## config.mk

```make
export PLATFORM = sky130hd
export DESIGN_NAME = div_seq_flat
export DESIGN_NICKNAME = d
export VERILOG_FILES = /design/src/rtl/div_if.sv /design/src/rtl/div_seq.sv /design/src/flat_wrapper.sv
export SDC_FILE = /design/constraint.sdc
export NUM_CORES = 1
export LEC_CHECK = 0
export BUFFER_PORTS_ARGS = -buffer_cell sky130_fd_sc_hd__buf_2
export CAP_MARGIN = 20
export CORE_MARGIN = 1.5
export CORE_UTILIZATION = 35
export DETAILED_ROUTE_END_ITERATION = 6
export GPL_ROUTABILITY_DRIVEN = 0
export PLACE_DENSITY = 0.61
export SKIP_CTS_REPAIR_TIMING = 1
export SYNTH_ARGS = -nofsm -noshare
export SYNTH_HDL_FRONTEND = slang
export SYNTH_SLANG_ARGS = --single-unit
```

## constraint.sdc

```tcl
create_clock -name clk -period 5.27 [get_ports clk]
set_input_delay 0.527 -clock clk [delete_from_list [all_inputs] [get_ports clk]]
set_output_delay 0.527 -clock clk [all_outputs]
set_load 0.01 [all_outputs]
```

## src/rtl/div_if.sv

```systemverilog
// ---------------------------------------------------------------------------
// div_if: request/response bundle between the EX stage and the sequential
// divider.
//   signed_div_i  1 = DIV (signed), 0 = DIVU
//   opdata1_i     dividend
//   opdata2_i     divisor
//   start_i       request, held by EX until ready_o is seen
//   annul_i       abort the current or pending divide
//   result_o      {remainder, quotient}
//   ready_o       result_o valid
//   busy_o        divider occupied (stall request)
// Modports: master = EX side, slave = divider side.
// ---------------------------------------------------------------------------
interface div_if #(
  parameter int DATA_W = 32
);
  logic                  signed_div_i;
  logic [DATA_W-1:0]     opdata1_i;
  logic [DATA_W-1:0]     opdata2_i;
  logic                  start_i;
  logic                  annul_i;
  logic [2*DATA_W-1:0]   result_o;
  logic                  ready_o;
  logic                  busy_o;

  modport master (
    output signed_div_i, opdata1_i, opdata2_i, start_i, annul_i,
    input  result_o, ready_o, busy_o
  );

  modport slave (
    input  signed_div_i, opdata1_i, opdata2_i, start_i, annul_i,
    output result_o, ready_o, busy_o
  );
endinterface

```

## src/rtl/div_seq.sv

```systemverilog
// ---------------------------------------------------------------------------
// div_seq: multi-cycle radix-2 restoring divider for DIV/DIVU.
// One quotient bit per clock; DATA_W iterations plus one sign-fix edge.
// Ports:
//   clk   rising-edge clock
//   rst   asynchronous reset, active-high
//   bus   div_if.slave (operands, start/annul in; result/ready/busy out)
// result_o = {remainder, quotient}: upper half to HI, lower half to LO.
// ---------------------------------------------------------------------------
module div_seq #(
  parameter int DATA_W = 32
) (
  input  logic  clk,
  input  logic  rst,
  div_if.slave  bus
);

  localparam int            CW       = $clog2(DATA_W + 1);
  localparam logic [CW-1:0] LAST_CNT = CW'(DATA_W);

  typedef enum logic [1:0] {
    S_IDLE,
    S_BYZERO,
    S_ON,
    S_END
  } state_t;

  state_t            state;
  logic [CW-1:0]     cnt;
  logic [DATA_W-1:0] divisor;
  logic [DATA_W-1:0] rem;
  logic [DATA_W-1:0] quo;
  logic              q_neg;
  logic              r_neg;

  // Operand magnitudes and one iteration of the shift/subtract datapath.
  logic              sign1;
  logic              sign2;
  logic [DATA_W-1:0] abs1;
  logic [DATA_W-1:0] abs2;
  logic [DATA_W:0]   rem_sh;
  logic [DATA_W:0]   diff;
  logic              trial_ok;
  logic [DATA_W-1:0] rem_next;
  logic [DATA_W-1:0] quo_next;
  logic [DATA_W-1:0] quo_fix;
  logic [DATA_W-1:0] rem_fix;

  // NOTE: every signal gets a value before any condition, so no latch is inferred.
  always_comb begin
    sign1    = bus.signed_div_i & bus.opdata1_i[DATA_W-1];
    sign2    = bus.signed_div_i & bus.opdata2_i[DATA_W-1];
    abs1     = sign1 ? -bus.opdata1_i : bus.opdata1_i;
    abs2     = sign2 ? -bus.opdata2_i : bus.opdata2_i;
    // The shifted partial remainder can exceed DATA_W bits before the
    // subtraction, so the trial is done one bit wider.
    rem_sh   = {rem, quo[DATA_W-1]};
    diff     = rem_sh - {1'b0, divisor};
    trial_ok = (rem_sh >= {1'b0, divisor});
    rem_next = trial_ok ? diff[DATA_W-1:0] : rem_sh[DATA_W-1:0];
    quo_next = {quo[DATA_W-2:0], trial_ok};
    quo_fix  = q_neg ? -quo : quo;
    rem_fix  = r_neg ? -rem : rem;
  end

  // NOTE: state uses non-blocking assignments so all registers update together on the edge.
  // NOTE: the datapath registers are reset too, so nothing from an aborted divide survives rst.
  always_ff @(posedge clk or posedge rst) begin
    if (rst) begin
      state        <= S_IDLE;
      cnt          <= '0;
      divisor      <= '0;
      rem          <= '0;
      quo          <= '0;
      q_neg        <= 1'b0;
      r_neg        <= 1'b0;
      bus.result_o <= '0;
      bus.ready_o  <= 1'b0;
      bus.busy_o   <= 1'b0;
    end else begin
      case (state)
        S_IDLE: begin
          // annul_i wins over start_i.
          if (bus.start_i && !bus.annul_i) begin
            bus.busy_o <= 1'b1;
            if (bus.opdata2_i == '0) begin
              state <= S_BYZERO;
            end else begin
              state   <= S_ON;
              cnt     <= '0;
              rem     <= '0;
              quo     <= abs1;
              divisor <= abs2;
              q_neg   <= sign1 ^ sign2;
              r_neg   <= sign1;
            end
          end
        end

        S_BYZERO: begin
          bus.busy_o <= 1'b0;
          if (bus.annul_i) begin
            state <= S_IDLE;
          end else begin
            state        <= S_END;
            bus.result_o <= '0;
            bus.ready_o  <= 1'b1;
          end
        end

        S_ON: begin
          if (bus.annul_i) begin
            state      <= S_IDLE;
            bus.busy_o <= 1'b0;
          end else if (cnt == LAST_CNT) begin
            // All quotient bits are in; apply signs and present the result.
            state        <= S_END;
            bus.busy_o   <= 1'b0;
            bus.ready_o  <= 1'b1;
            bus.result_o <= {rem_fix, quo_fix};
          end else begin
            rem <= rem_next;
            quo <= quo_next;
            cnt <= cnt + 1'b1;
          end
        end

        S_END: begin
          // Hold the result until EX drops its request (or a flush hits).
          if (!bus.start_i || bus.annul_i) begin
            state        <= S_IDLE;
            bus.ready_o  <= 1'b0;
            bus.result_o <= '0;
          end
        end

        default: state <= S_IDLE;
      endcase
    end
  end

endmodule

```

## src/flat_wrapper.sv

```systemverilog
// flat-port wrapper written by rule: the top's interface ports become plain ports
module div_seq_flat 
#(
  parameter int DATA_W = 32
)
  (clk, rst, bus_signed_div_i, bus_opdata1_i, bus_opdata2_i, bus_start_i, bus_annul_i, bus_result_o, bus_ready_o, bus_busy_o);
  div_if #(.DATA_W(DATA_W)) bus_i ();
  input  logic clk;
  input  logic rst;
  input wire logic [$bits(bus_i.signed_div_i)-1:0] bus_signed_div_i;
  input wire logic [$bits(bus_i.opdata1_i)-1:0] bus_opdata1_i;
  input wire logic [$bits(bus_i.opdata2_i)-1:0] bus_opdata2_i;
  input wire logic [$bits(bus_i.start_i)-1:0] bus_start_i;
  input wire logic [$bits(bus_i.annul_i)-1:0] bus_annul_i;
  output wire logic [$bits(bus_i.result_o)-1:0] bus_result_o;
  output wire logic [$bits(bus_i.ready_o)-1:0] bus_ready_o;
  output wire logic [$bits(bus_i.busy_o)-1:0] bus_busy_o;
  assign bus_i.signed_div_i = bus_signed_div_i;
  assign bus_i.opdata1_i = bus_opdata1_i;
  assign bus_i.opdata2_i = bus_opdata2_i;
  assign bus_i.start_i = bus_start_i;
  assign bus_i.annul_i = bus_annul_i;
  assign bus_result_o = bus_i.result_o;
  assign bus_ready_o = bus_i.ready_o;
  assign bus_busy_o = bus_i.busy_o;
  div_seq #(.DATA_W(DATA_W)) u_core (.clk(clk), .rst(rst), .bus(bus_i));
endmodule
```

### Word level (Yosys, flattened, before mapping)

Cells that the tools add are included.
W data, S select, Z words.

| cells by class | value |
|---|---|
| add/subtract/negate cells | 6 |
| order comparisons | 1 |
| reductions and logical operators | 14 |
| bitwise operators | 4 |
| equal/unequal tests | 12 |
| mux-type cells | 41 |

Operators by type and width:

| kind | number |
|---|---|
| $mux W32 | 13 |
| $mux W64 | 4 |
| $pmux W64 S3 | 1 |
| $neg A32 Y32 | 4 |
| $pmux W32 S2 | 2 |
| $ge A33 B32 Y1 | 1 |
| $logic_not A32 Y1 | 1 |
| $sub A32 B32 Y32 | 1 |
| $mux W6 | 4 |
| $mux W2 | 6 |
| $pmux W6 S2 | 1 |
| $reduce_and A5 Y1 | 2 |
| $reduce_and A3 Y1 | 3 |
| $ne A2 B2 Y1 const B | 4 |
| $pmux W2 S4 | 1 |
| $mux W1 | 7 |
| $add A6 B1 Y6 const B | 1 |
| $eq A6 B6 Y1 const B | 1 |
| $ne A2 B1 Y1 const B | 3 |
| $pmux W1 S3 | 2 |
| $reduce_bool A3 Y1 | 2 |
| $eq A2 B2 Y1 const B | 2 |
| $ne A3 B2 Y1 const B | 1 |
| $and A1 B1 Y1 | 2 |
| other kinds (8) | 9 |

| storage, ports and cells | value |
|---|---|
| output and inout bits | 66 |
| word-level logic and storage cells | 88 |
| register bits after elaboration | 172 |
| bits of input ports | 69 |

### Logic depth before layout (Yosys ltp)

Gate-level depths: netlist (run 1).

| logic depth | value |
|---|---|
| depth after elaboration | 5 |
| gate-level depth with buffers | 12 |
| depth with buffers taken out | 12 |

### Least setup slack after synthesis (run 1)

No wires, ideal clock.

| path | value |
|---|---|
| path type | flip-flop to flip-flop |
| start | register u_core.rem[6] |
| end | register u_core.rem[2] |
| library setup time | 119 ps |
| setup slack | 2349 ps |
| cell stages (with the launch flop) | 11 |
| arrival time | 2802 ps |
| required time | 5151 ps |
| buffers on the path | 1 |
| clock period less this slack | 2921 ps |
| path through | dfrtp_1 ha_1 a21oi_1 a21oi_1 a31oi_1 a21boi_1 a21oi_1 a21oi_1 clkbuf_1 mux2i_1 o21ai_2 |

| between the ends | value |
|---|---|
| longest elaborated chain between the ends | 5 |

Ends and longest elaborated chain:

| element | RTL line | RTL |
|---|---|---|
| start, declared | div_seq.sv:31 | `logic [DATA_W-1:0] rem;` |
| start signal, assigned | div_seq.sv:122 | `rem <= rem_next;` |
| $ge A33 B32 Y1 | div_seq.sv:59 | `trial_ok = (rem_sh >= {1'b0, divisor});` |
| $mux W32 | div_seq.sv:60 | `rem_next = trial_ok ? diff[DATA_W-1:0] : rem_sh[DATA_W-1:0];` |
| $mux W32 | div_seq.sv:115 | `end else if (cnt == LAST_CNT) begin` |
| $mux W32 | div_seq.sv:112 | `if (bus.annul_i) begin` |
| $pmux W32 S2 | div_seq.sv:81 | `case (state)` |

Every way passes these cells. The select of a mux whose other input is x is not followed.
A chain may end at the register's enable or synchronous reset.

### Worst setup path after layout (run 1)

| path | value |
|---|---|
| start | register u_core.rem[6] |
| end | register u_core.rem[14] |

| between the ends | value |
|---|---|
| longest elaborated chain between the ends | 5 |
| elaborated cells on any way between the ends | 6 |
| those cells by class | add/sub (1); order compare (1); mux (4) |

Ends and longest elaborated chain:

| element | RTL line |
|---|---|
| $sub A32 B32 Y32 or $ge A33 B32 Y1 (tied branches) | div_seq.sv:58, div_seq.sv:59 |
| $mux W32 (*) | div_seq.sv:60 |
| $mux W32 (*) | div_seq.sv:115 |
| $mux W32 (*) | div_seq.sv:112 |
| $pmux W32 S2 (*) | div_seq.sv:81 |

Mark *: on every way between the ends. The rest lies on a longest branch, timed or not. The select of a mux whose other input is x is not followed.

==> results.md, run 1 <==
* Final slew viol count at 0
* First-pass GRT wire length at 51.89 mm
* Final Total Pwr at 0.006525 W
* Crit-path cells: ha_1 -> a21oi_1 -> a21oi_1 -> a31oi_1 -> a21boi_1 -> a21oi_1 -> a21oi_4 -> buf_4 -> mux2i_1 -> o21ai_2
* Top cell type's share of synthesized area at 36.85%
* Slowest stage delay, CP at 540 ps
* Root buf cell: clkbuf_16
* CTS buffer count at 17
* Vias in the first global route at 9568
* Die X at 185.7 um
* Row count at 66
* Switching power at 0.003002 W
* FILL cells at 3406
* Violation count after the first detailed-routing iteration at 827
* Post-DP HPWL at 24.19 mm
* CTS sink cnt at 172
* Post-Synthesis Cells at 1401
* Layout cells sized above 1 at 13.55%
* H-tree Lvls at 4
* Worst-path clk slew at 70 ps
* Hold slack final at 219.2 ps
* Number of max-cap violations at 0
* Syn Std Cell Area at 0.01168 sq mm
* Multi-input gate area at 0.006809 sq mm
* Netlist cell types at 66
* Clk_lat worst skew at 440 ps
* Slew headroom at 33.44%
* EDFF count, synth at 0
* Vias/cell at 5.293
* Seq cells post-synth at 172
* Initial core utilization at 35.72%
* Yosys warnings at 0
* Clock skew at 13.04 ps
* PortBufs at 134
* Startpoint types: flip-flop
* Most frequent CP cell: a21oi_1
* Clk buf depth at 2
* Slowest library cell on the worst path: a21oi_4
* Main flop type after synthesis: dfrtp_1
* Worst IR drop on VDD at 0.3259 mV
* Largest net degree at the start of global routing at 99
* Fmax at 267.3 MHz
* FF+latch area at 0.004304 sq mm
* Drt first pass iters at 6
* Sw frac at 46.01%
* Pwr/cell area at 492.3 mW/mm^2
* WL per Instance at 16.39 um
* Total GRT Usage at 18.99%
* Worst Path Max Fanout at 24
* Final net count at 1598
* Routed Antenna Nets at 0
* Critical path arrival at 4060 ps
* Worst-Margin Slew at 998.4 ps
* Via Count at 10300
* CP required at 5590 ps
* DR DRC count at 0
* Area contributors post-synth: dfrtp_1, nand2_1, o21ai_0, xor2_1, ha_1
* Final core utilization at 40.53%
* CP top delay family: compound AO/OA/AOI/OAI gates
* Pleak at 6.020 nW
* Fin crit share at 70.99%
* Post-Syn Nets at 1514
* Min cycle time layout at 3741 ps
* Endpoints failing setup at 0
* P_int at 0.003523 W
* Post-synthesis sequential area ratio at 36.85%
* Drt total wl at 31.90 mm
* Area growth from synthesis to layout at 13.47%
* Hold Path Class: input port to async pin
* Min setup slack post-route at 1529 ps
* Status: finished clean
* Crit Path Class: flip-flop to flip-flop
* Worst path bufs/invs at 1
* Element type at the critical path end: flip-flop
* Place WS at 1459 ps
* Initial antenna violation count at 5
* Total core area at 0.03270 sq mm
* Hold Vio Cnt, Final at 0
* Area of the die at 0.03448 sq mm
* IO Count at 135
* Final setup TNS at 0 ps
* Die Ht at 185.7 um
* RSZ-0062 raised after global routing: false
* Ys async rst share at 100.0%
* Gr ovfl total at 0
* TritonCTS clock tree: done
* Synth area leader: dfrtp_1
* Clk network pwr share at 19.2%
* Synth Area per Inst at 8.338 sq um
* Reg power frac at 32.4%
* Combinational Power Share at 48.5%
==> kinds of logic (layout without fill, tap and decap cells) <==
| group | Yosys count | count (layout) | synth area share, % |
|---|---|---|---|
| compound gates | 427 | 427 | 22.53 |
| xor+xnor | 139 | 139 | 10.42 |
| fa+ha+maj | 44 | 44 | 4.777 |
| buf+inv | 140 | 237 | 5.056 |
| flops | 172 | 172 | 36.85 |
| mux | 25 | 25 | 2.142 |
| other cells | 0 | 6 | 0 |
| simple gates | 454 | 454 | 18.23 |
==> metal layers <==
layer	vias to the layer above	part of all wire, %	global-route usage, %
met5	-	0	0
met4	0	1.6	5.935
met3	28	5.7	3.033
met2	276	40	26.49
met1	4804	52	29.40
li1	5192	-	-
==> state kept, by name (all words and copies together), names as in the netlist <==
name / flops
u_core.bus.ready_o: 1
u_core.bus.busy_o: 1
u_core.r_neg: 1
u_core.state: 2
u_core.cnt: 6
u_core.q_neg: 1
u_core.divisor: 32
u_core.quo: 32
u_core.rem: 32
u_core.bus.result_o: 64
==> cell usage after synthesis (all sizes together) (2+ instances only) <==
cell,n
nor2,59
o22ai,4
nand4b,2
o41ai,16
a21boi,3
nand2,231
a31oi,7
ha,43
xnor2,51
or4,18
a22o,4
nor2b,9
nor3b,2
nor3,24
mux2i,25
buf,24
o31a,2
and3,8
xor2,88
o311ai,7
nor4,12
or3,20
o21a,5
a32oi,2
a21oi,81
o211ai,21
a211oi,6
nand2b,11
o21ai,185
o21bai,3
and2,8
nand4,14
a311o,3
o31ai,58
a211o,3
inv,61
nand3,30
a21o,9
clkbuf,55
dfrtp,172
a2111oi,2
or2,2
==> worst paths after layout <==
kind                                                       end                                 from  slack [ps]  cells after the start
setup / recovery                    u_core.rem[14]$_DFFE_PP0P_            u_core.rem[6]$_DFFE_PP0P_        1530                     10
hold / removal                     u_core.state[1]$_DFFE_PP0P_                                  rst         220                      2
setup reg to reg                    u_core.rem[14]$_DFFE_PP0P_            u_core.rem[6]$_DFFE_PP0P_        1530                     10
hold reg to reg            u_core.bus.result_o[18]$_DFFE_PP0P_  u_core.bus.result_o[18]$_DFFE_PP0P_         470                      2
max in group asynchronous  u_core.bus.result_o[51]$_DFFE_PP0P_                                  rst        3840                      3
min in group clk                 u_core.divisor[1]$_DFFE_PP0P_                     bus_opdata2_i[1]         410                      3
==> final cells by class <==
class	count	area share, %
multi-input combinational	1089	51.37
tap	442	4.172
clock buffer	21	3.549
timing repair buffer	144	5.720
inverter	61	1.765
clock inverter	11	0.8401
antenna	6	0.1133
sequential	172	32.47
==> metrics by stage <==
stage / area, sq um / instances
global placement: 12660 / 1908
finish: 13260 / 1946
global route: 13250 / 1945
CTS: 13240 / 1940
detailed placement: 12660 / 1908
floorplan: 11680 / 1401
==> worst register-to-register path: stages, from the launching register on <==
cell and delay [ps]:
dfrtp_1 480, ha_1 420, a21oi_1 320, a21oi_1 130, a31oi_1 130, a21boi_1 450
a21oi_1 330, a21oi_4 540, buf_4 440, mux2i_1 320, o21ai_2 70
==> cells in the final DEF (no fill, tap or decap), drive strengths merged, types with 25 or more instances in the layout <==
| cell | synthesis | routed |
|---|---|---|
| o31ai | 58 | 58 |
| mux2i | 25 | 25 |
| nand3 | 30 | 30 |
| xnor2 | 51 | 51 |
| ha | 43 | 43 |
| buf | 24 | 144 |
| o21ai | 185 | 185 |
| nand2 | 231 | 231 |
| a21oi | 81 | 81 |
| dfrtp | 172 | 172 |
| inv | 61 | 63 |
| xor2 | 88 | 88 |
| nor2 | 59 | 59 |
==> power by group through the flow <==
stage                     sequential (W)  combinational (W)  clock, W
after CTS                        0.00211            0.00316   0.00128
final                            0.00211            0.00316   0.00125
after global routing             0.00218            0.00356   0.00134
after detailed placement         0.00213            0.00315         0
after floorplan                  0.00203            0.00237         0
after global placement           0.00211            0.00311         0
Power figures use the tool's default switching activity.
==> run 2, diff against run 1 <==
--- a/config.mk
+++ b/config.mk
@@ -5,13 +5,14 @@
 export SDC_FILE = /design/constraint.sdc
 export NUM_CORES = 1
 export LEC_CHECK = 0
+export ABC_AREA = 1
 export BUFFER_PORTS_ARGS = -buffer_cell sky130_fd_sc_hd__buf_2
 export CAP_MARGIN = 20
 export CORE_MARGIN = 1.5
 export CORE_UTILIZATION = 35
 export DETAILED_ROUTE_END_ITERATION = 6
 export GPL_ROUTABILITY_DRIVEN = 0
-export PLACE_DENSITY = 0.61
+export PLACE_DENSITY = 0.59
 export SKIP_CTS_REPAIR_TIMING = 1
 export SYNTH_ARGS = -nofsm -noshare
 export SYNTH_HDL_FRONTEND = slang
==> constraint.sdc (replaced) <==
create_clock -name clk -period 3.7 [get_ports clk]
set_input_delay 0.37 -clock clk [delete_from_list [all_inputs] [get_ports clk]]
set_output_delay 0.37 -clock clk [all_outputs]
set_load 0.01 [all_outputs]
==> run 2 against run 1 <==
Against the previous run: non-clock buffer count rose by 1; worst setup slack got worse by 650 ps; synthesized cell count increased by 50%; critical path depth grew 3; routed wire length grew 35%; critical path type unchanged.
==> results.md, run 2 <==
* Post-synth top cells: nand2_1, inv_1, nand3_1
* Violation count after the first detailed-routing iteration at 1102 (+33%)
* Crit Path Class: flip-flop to flip-flop
* Hold Vio Cnt, Final at 0 (unchanged)
* Total core area at 0.03776 sq mm (+15%)
* Critical path arrival at 3220 ps (-840 ps)
* WL per Instance at 15.73 um (-4.0%)
* Reg-to-Reg Start: u_core.rem[24]$_DFFE_PP0P_
* Combinational Power Share at 51.5% (+3.0 points)
* Element type at the critical path end: flip-flop
* Worst IR drop on VDD at 0.4542 mV (+39%)
* Pwr/cell area at 634.7 mW/mm^2 (+29%)
* Area contributors post-synth: dfrtp_1, nand2_1, inv_1, nand3_1, nor2_1
* Worst Path Max Fanout at 32 (+33%)
* Final setup TNS at 0 ps (unchanged)
* Via Count at 13499 (+31%)
* Hold Path Class: input port to flip-flop
* CTS sink cnt at 172 (unchanged)
* TritonCTS clock tree: done
* Most frequent cells in the layout: nand2_1, inv_1, nand3_1
* CP top delay family: simple AND/OR/NAND/NOR gates
* First-pass GRT wire length at 68.41 mm (+32%)
* Seq cells post-synth at 172 (unchanged)
* Yosys warnings at 0 (unchanged)
* Layout cells sized above 1 at 9.838% (-3.7 points)
* Initial antenna violation count at 1 (-4)
* Drt first pass iters at 5 (-1)
* Total GRT Usage at 22.24% (+3.3 points)
* Reg power frac at 29.9% (-2.5 points)
* Crit-path cells: ha_1 -> nand2_1 -> nor2_1 -> nand3_1 -> nor2_1 -> nand2_1 -> nand2_1 -> nor2_4 -> nand2_2 -> nand2_2 -> nand2_1 -> nand2_1 -> nand2_1
* Worst path bufs/invs at 0 (-1)
* Die Ht at 199.1 um (+7.2%)
* Most frequent CP cell: nand2_1
* Die X at 199.1 um (+7.2%)
* Final slew viol count at 0 (unchanged)
* Ys async rst share at 100.0% (unchanged)
* Max reg flops at 64 (unchanged)
* Slew headroom at 35.95% (+2.5 points)
* Vias/cell at 4.948 (-6.5%)
* Row count at 71 (+7.6%)
* Fin crit share at 76.37% (+5.4 points)
* Critical Path Start: u_core.rem[24]$_DFFE_PP0P_
* Drt total wl at 42.92 mm (+35%)
* Final Total Pwr at 0.009589 W (+47%)
* Clk buf depth at 2 (unchanged)
* Largest net degree at the start of global routing at 173 (+75%)
* Sw frac at 49.27% (+3.3 points)
* Number of max-cap violations at 0 (unchanged)
* Worst r2r path cells at 13 (+3)
* CTS buffer count at 17 (unchanged)
* Top cell type's share of synthesized area at 31.99% (-4.9 points)
* H-tree Lvls at 4 (unchanged)
* Synth Area per Inst at 6.403 sq um (-23%)
* Min setup slack post-route at 874.2 ps (-654.7 ps)
* Worst-path clk slew at 80 ps (about the same)
* Reg-to-reg endpoint: u_core.rem[27]$_DFFE_PP0P_
* PortBufs at 134 (unchanged)
* Switching power at 0.004725 W (+57%)
* Startpoint types: flip-flop
* DR DRC count at 0 (unchanged)
* Gr ovfl total at 0 (unchanged)
* Slowest stage delay, CP at 540 ps (about the same)
* Hold slack final at 177.4 ps (-41.81 ps)
* Worst-Margin Slew at 960.7 ps (-37.72 ps)
* Root buf cell: clkbuf_16
* Initial core utilization at 35.63% (-0.089 points)
* Endpoints failing setup at 0 (unchanged)
* Register with the most flip-flops: u_core.bus.result_o
* Post-Syn Nets at 2214 (+46%)
* Clk network pwr share at 18.6% (-0.6 points)
* Min cycle time layout at 2826 ps (-915.3 ps)
* IO Count at 135 (unchanged)
* Count leader, synth: nand2_1
* FILL cells at 4145 (+22%)
* Post-DP HPWL at 33.81 mm (+40%)
* P_int at 0.004864 W (+38%)
* Area growth from synthesis to layout at 12.30%
* Syn Std Cell Area at 0.01345 sq mm (+15%)
* Status: finished clean
* Leading cell type in the layout, fill and taps excluded: nand2_1
* Netlist cell types at 48 (-27%)
* Place WS at 954.4 ps (-504.6 ps)
* Main flop type after synthesis: dfrtp_1
* Final net count at 2318 (+45%)
* RSZ-0062 raised after global routing: false
* Pleak at 8.347 nW (+39%)
* CP required at 4100 ps (-1490 ps)
* Clk_lat worst skew at 460 ps (+20 ps)
* Reg2reg setup slack at 870 ps (-650 ps)
* Post-synthesis sequential area ratio at 31.99% (-4.9 points)
* Critical Path Sink: u_core.rem[27]$_DFFE_PP0P_
* Synth area leader: dfrtp_1
* Vias in the first global route at 12519 (+31%)
* Crit path depth at 13 (+3)
* Slowest library cell on the worst path: dfrtp_1
* Clock skew at 16.57 ps (+3.534 ps)
* Fmax at 353.9 MHz (+32%)
* Area of the die at 0.03962 sq mm (+15%)
* Routed Antenna Nets at 0 (unchanged)
* EDFF count, synth at 0 (unchanged)
* Post-Synthesis Cells at 2101 (+50%)
-- run 2: final cells by class --
class	instances	area [sq um]	share of cell area (%)
Inverter	326	1230	8.141
Timing Repair Buffer	145	765.7	5.068
Multi-Input combinational cell	1543	7609	50.36
Antenna cell	1	2.502	0.01656
Clock buffer	19	442.9	2.932
Tap cell	511	639.4	4.232
Clock inverter	11	115.1	0.7619
Sequential cell	172	4304	28.49
-- run 2: cells by family after synthesis --
family,share of synthesized area (%)
AO/OA/AOI/OAI,10.38
XOR/XNOR,5.143
adder cells (fa/ha/maj),4.148
buffers and inverters,11.47
flip-flops,31.99
AND/OR/NAND/NOR,36.87
-- run 2: power by group through the flow --
stage | combinational [W] | clock (W) | sequential [W]
floorplan | 0.00359 | 0 | 0.00280
global placement | 0.00486 | 0 | 0.00287
detailed placement | 0.00490 | 0 | 0.00289
CTS | 0.00493 | 0.00183 | 0.00285
global route | 0.00558 | 0.00190 | 0.00293
finish | 0.00494 | 0.00178 | 0.00286
-- run 2: routing by layer --
layer  wire length (um)  track usage, %  vias up
met2              17420           31.11      410
met5                  0               0        -
met4                822           6.958        0
met1              21980           34.61     6192
met3               2696           3.105       48
li1                   -               -     6849
-- run 2: worst reg2reg max path, stage by stage (launching register included) --
cell and delay (ps):
dfrtp_1 540, ha_1 470, nand2_1 130, nor2_1 230, nand3_1 120, nor2_1 110, nand2_1 50, nand2_1 100
nor2_4 50, nand2_2 490, nand2_2 250, nand2_1 110, nand2_1 70, nand2_1 60
-- run 2: worst min-delay path by stage --
| stage | start | depth (start not counted) | slack (ps) | end |
|---|---|---|---|---|
| floorplan | u_core.divisor[28]$_DFFE_PP0P_ | 2 | 450 | u_core.divisor[28]$_DFFE_PP0P_ |
| global placement | u_core.bus.result_o[57]$_DFFE_PP0P_ | 2 | 460 | u_core.bus.result_o[57]$_DFFE_PP0P_ |
| detailed placement | u_core.bus.result_o[60]$_DFFE_PP0P_ | 2 | 460 | u_core.bus.result_o[60]$_DFFE_PP0P_ |
| CTS | bus_opdata1_i[0] | 3 | 160 | u_core.quo[0]$_DFFE_PP0P_ |
| global route | bus_opdata1_i[0] | 3 | 180 | u_core.quo[0]$_DFFE_PP0P_ |
| finish | bus_opdata1_i[0] | 3 | 180 | u_core.quo[0]$_DFFE_PP0P_ |
-- run 2: stage by stage --
stage | std cells | util, % | instance area, sq um
CTS | 2727 | 40.01 | 15110
finish | 2728 | 40.02 | 15110
global route | 2728 | 40.02 | 15110
detailed placement | 2697 | 38.53 | 14550
global placement | 2697 | 38.53 | 14550
floorplan | 2101 | - | 13460
==> run 3, diff against run 2 <==
--- a/config.mk
+++ b/config.mk
@@ -5,7 +5,7 @@
 export SDC_FILE = /design/constraint.sdc
 export NUM_CORES = 1
 export LEC_CHECK = 0
-export ABC_AREA = 1
+export ABC_AREA = 0
 export BUFFER_PORTS_ARGS = -buffer_cell sky130_fd_sc_hd__buf_2
 export CAP_MARGIN = 20
 export CORE_MARGIN = 1.5
==> constraint.sdc (replaced) <==
create_clock -name clk -period 2.9 [get_ports clk]
set_input_delay 0.29 -clock clk [delete_from_list [all_inputs] [get_ports clk]]
set_output_delay 0.29 -clock clk [all_outputs]
set_load 0.01 [all_outputs]
==> run 3 against run 2 <==
Against the previous run: via count is 20% lower; cell area is 5.1% lower; routed wire length is 22% lower; clock power is 25% higher; worst setup slack worse by 840 ps; global-route usage is 2.6 points lower; power is 32% higher; sequential share of layout area is 1.5 points higher; sequential power is 29% higher; worst hold slack worse by 19 ps; register-to-register slack worse by 840 ps; critical path depth stayed put; largest cell class unchanged; highest routed layer unchanged.
==> results.md, run 3 (synthesis gave the netlist of run 1 again) <==
* Area of the die at 0.03448 sq mm (-13%)
* Slowest library cell on the worst path: or4_4
* Pwr/cell area at 885.6 mW/mm^2 (+40%)
* Gr ovfl total at 0 (unchanged)
* Die X at 185.7 um (-6.7%)
* Drt first pass iters at 5 (unchanged)
* Critical path arrival at 3230 ps (about the same)
* Vias/cell at 5.251 (+6.1%)
* Fmax at 348.7 MHz (-1.5%)
* Crit-path cells: inv_2 -> ha_4 -> inv_4 -> fa_2 -> a211oi_2 -> o21bai_2 -> or4_4 -> a311o_1 -> a21oi_2 -> buf_4 -> xnor2_1 -> mux2i_1 -> o21ai_1
* Final setup TNS at 0 ps (unchanged)
* Total core area at 0.03270 sq mm (-13%)
* Clock skew at 12.82 ps (-3.752 ps)
* Post-route insts no fill at 2049 (-25%)
* Post-DP HPWL at 25.87 mm (-23%)
* CTS buffer count at 17 (unchanged)
* Crit Path Class: flip-flop to flip-flop
* Pleak at 6.619 nW (-21%)
* Hold slack final at 158.9 ps (-18.51 ps)
* Reg-to-reg endpoint: u_core.rem[24]$_DFFE_PP0P_
* Worst Path Max Fanout at 3 (-91%)
* Worst IR drop on VDD at 0.5552 mV (+22%)
* WL per Instance at 16.39 um (+4.2%)
* Final slew viol count at 0 (unchanged)
* Final net count at 1705 (-26%)
* Drt total wl at 33.59 mm (-22%)
* Min cycle time layout at 2867 ps (+41.65 ps)
* TritonCTS clock tree: done
* Register with the most flip-flops: u_core.bus.result_o
* Place WS at -124.8 ps (-1079 ps)
* Clk_lat worst skew at 440 ps (-20 ps)
* Element type at the critical path end: flip-flop
* Leading cell type in the layout, fill and taps excluded: nand2_1
* Row count at 66 (-7.0%)
* Initial core utilization at 35.72% (+0.089 points)
* Reg-to-Reg Start: u_core.quo[31]$_DFFE_PP0P_
* FILL cells at 3297 (-20%)
* Vias in the first global route at 10003 (-20%)
* Status: finished clean
* PortBufs at 134 (unchanged)
* Worst-Margin Slew at 998.7 ps (+37.96 ps)
* Slew headroom at 33.42% (-2.5 points)
* Slowest stage delay, CP at 530 ps (about the same)
* Area growth from synthesis to layout at 22.69%
* Routed Antenna Nets at 0 (unchanged)
* Clk buf depth at 2 (unchanged)
* Die Ht at 185.7 um (-6.7%)
* Placed Instances at 2010 (-25%)
* Reg2reg setup slack at 30 ps (-840 ps)
* CP required at 3260 ps (-840 ps)
* Startpoint types: flip-flop
* HP Start: bus_opdata2_i[1]
* RSZ-0062 raised after global routing: true
* Endpoints failing setup at 0 (unchanged)
* First-pass GRT wire length at 53.19 mm (-22%)
* Most frequent cells in the layout: nand2_1, dfrtp_1, o21ai_0
* DR DRC count at 0 (unchanged)
* Via Count at 10759 (-20%)
* CTS sink cnt at 172 (unchanged)
* H-tree Lvls at 4 (unchanged)
* Fin crit share at 98.88% (+23 points)
* Violation count after the first detailed-routing iteration at 632 (-43%)
* Number of max-cap violations at 0 (unchanged)
* Hold Vio Cnt, Final at 0 (unchanged)
* Hold Path Class: input port to flip-flop
* Worst r2r path cells at 13 (unchanged)
* Total GRT Usage at 19.64% (-2.6 points)
* Root buf cell: clkbuf_16
* Min setup slack post-route at 32.60 ps (-841.6 ps)
* IO Count at 135 (unchanged)
* Hold endpoint: u_core.divisor[1]$_DFFE_PP0P_
* Worst hold path stage count at 3 (unchanged)
* Initial antenna violation count at 2 (+1)
* Largest net degree at the start of global routing at 99 (-43%)
* Worst-path clk slew at 70 ps (about the same)
* Max reg flops at 64 (unchanged)
* Layout cells sized above 1 at 20.75% (+11 points)
[run 3: power breakdown]
group,internal [W],switching (W)
Combinational,0.00267,0.00411
Sequential,0.00311,0.000572
Clock,0.00121,0.00102
[run 3: worst max-delay path by stage]
stage	startpoint	end	slack, ps
floorplan	u_core.quo[31]$_DFFE_PP0P_	u_core.rem[20]$_DFFE_PP0P_	40
finish	u_core.quo[31]$_DFFE_PP0P_	u_core.rem[24]$_DFFE_PP0P_	30
CTS	u_core.quo[31]$_DFFE_PP0P_	u_core.rem[18]$_DFFE_PP0P_	-140
global placement	u_core.quo[31]$_DFFE_PP0P_	u_core.rem[28]$_DFFE_PP0P_	-30
global route	u_core.quo[31]$_DFFE_PP0P_	u_core.rem[10]$_DFFE_PP0P_	-80
detailed placement	u_core.quo[31]$_DFFE_PP0P_	u_core.rem[28]$_DFFE_PP0P_	-120
[run 3: worst max-delay path, delay by kind of cell (launching register included)]
kind,cells,cell delay [ps]
compound gates,5,940
mux,1,80
fa+ha+maj,2,520
xor+xnor,1,100
flops,1,390
simple gates,1,530
buf+inv,3,240
[run 3: metal layers]
metal  track usage (%)  vias to the layer above  wire length (um)
met5                 0                        -                 0
met2             28.67                      276             13850
met1             30.08                     5074             17430
met3             2.857                       22              1912
li1                  -                     5387                 -
met4             4.710                        0               389
[run 3: layout make-up]
cell class / count / area (sq um) / area share (%)
multi-input cells: 1089 / 6954 / 48.52
inverters: 61 / 235.2 / 1.641
repair buffers: 251 / 1718 / 11.99
well taps: 442 / 553.0 / 3.859
flip-flops and latches: 172 / 4304 / 30.03
clock inverters: 12 / 115.1 / 0.8032
diodes: 2 / 5.005 / 0.03492
clock buffers: 20 / 446.7 / 3.117
[run 3: per-stage QoR]
stage	util [%]	total power, W	area [sq um]
3_5_place_dp	41.51	0.01026	13570
3_3_place_gp	41.51	0.01014	13570
5_1_grt	43.82	0.01369	14330
2_1_floorplan	-	0.007997	11690
6_report	43.82	0.01269	14330
4_1_cts	43.22	0.01251	14130
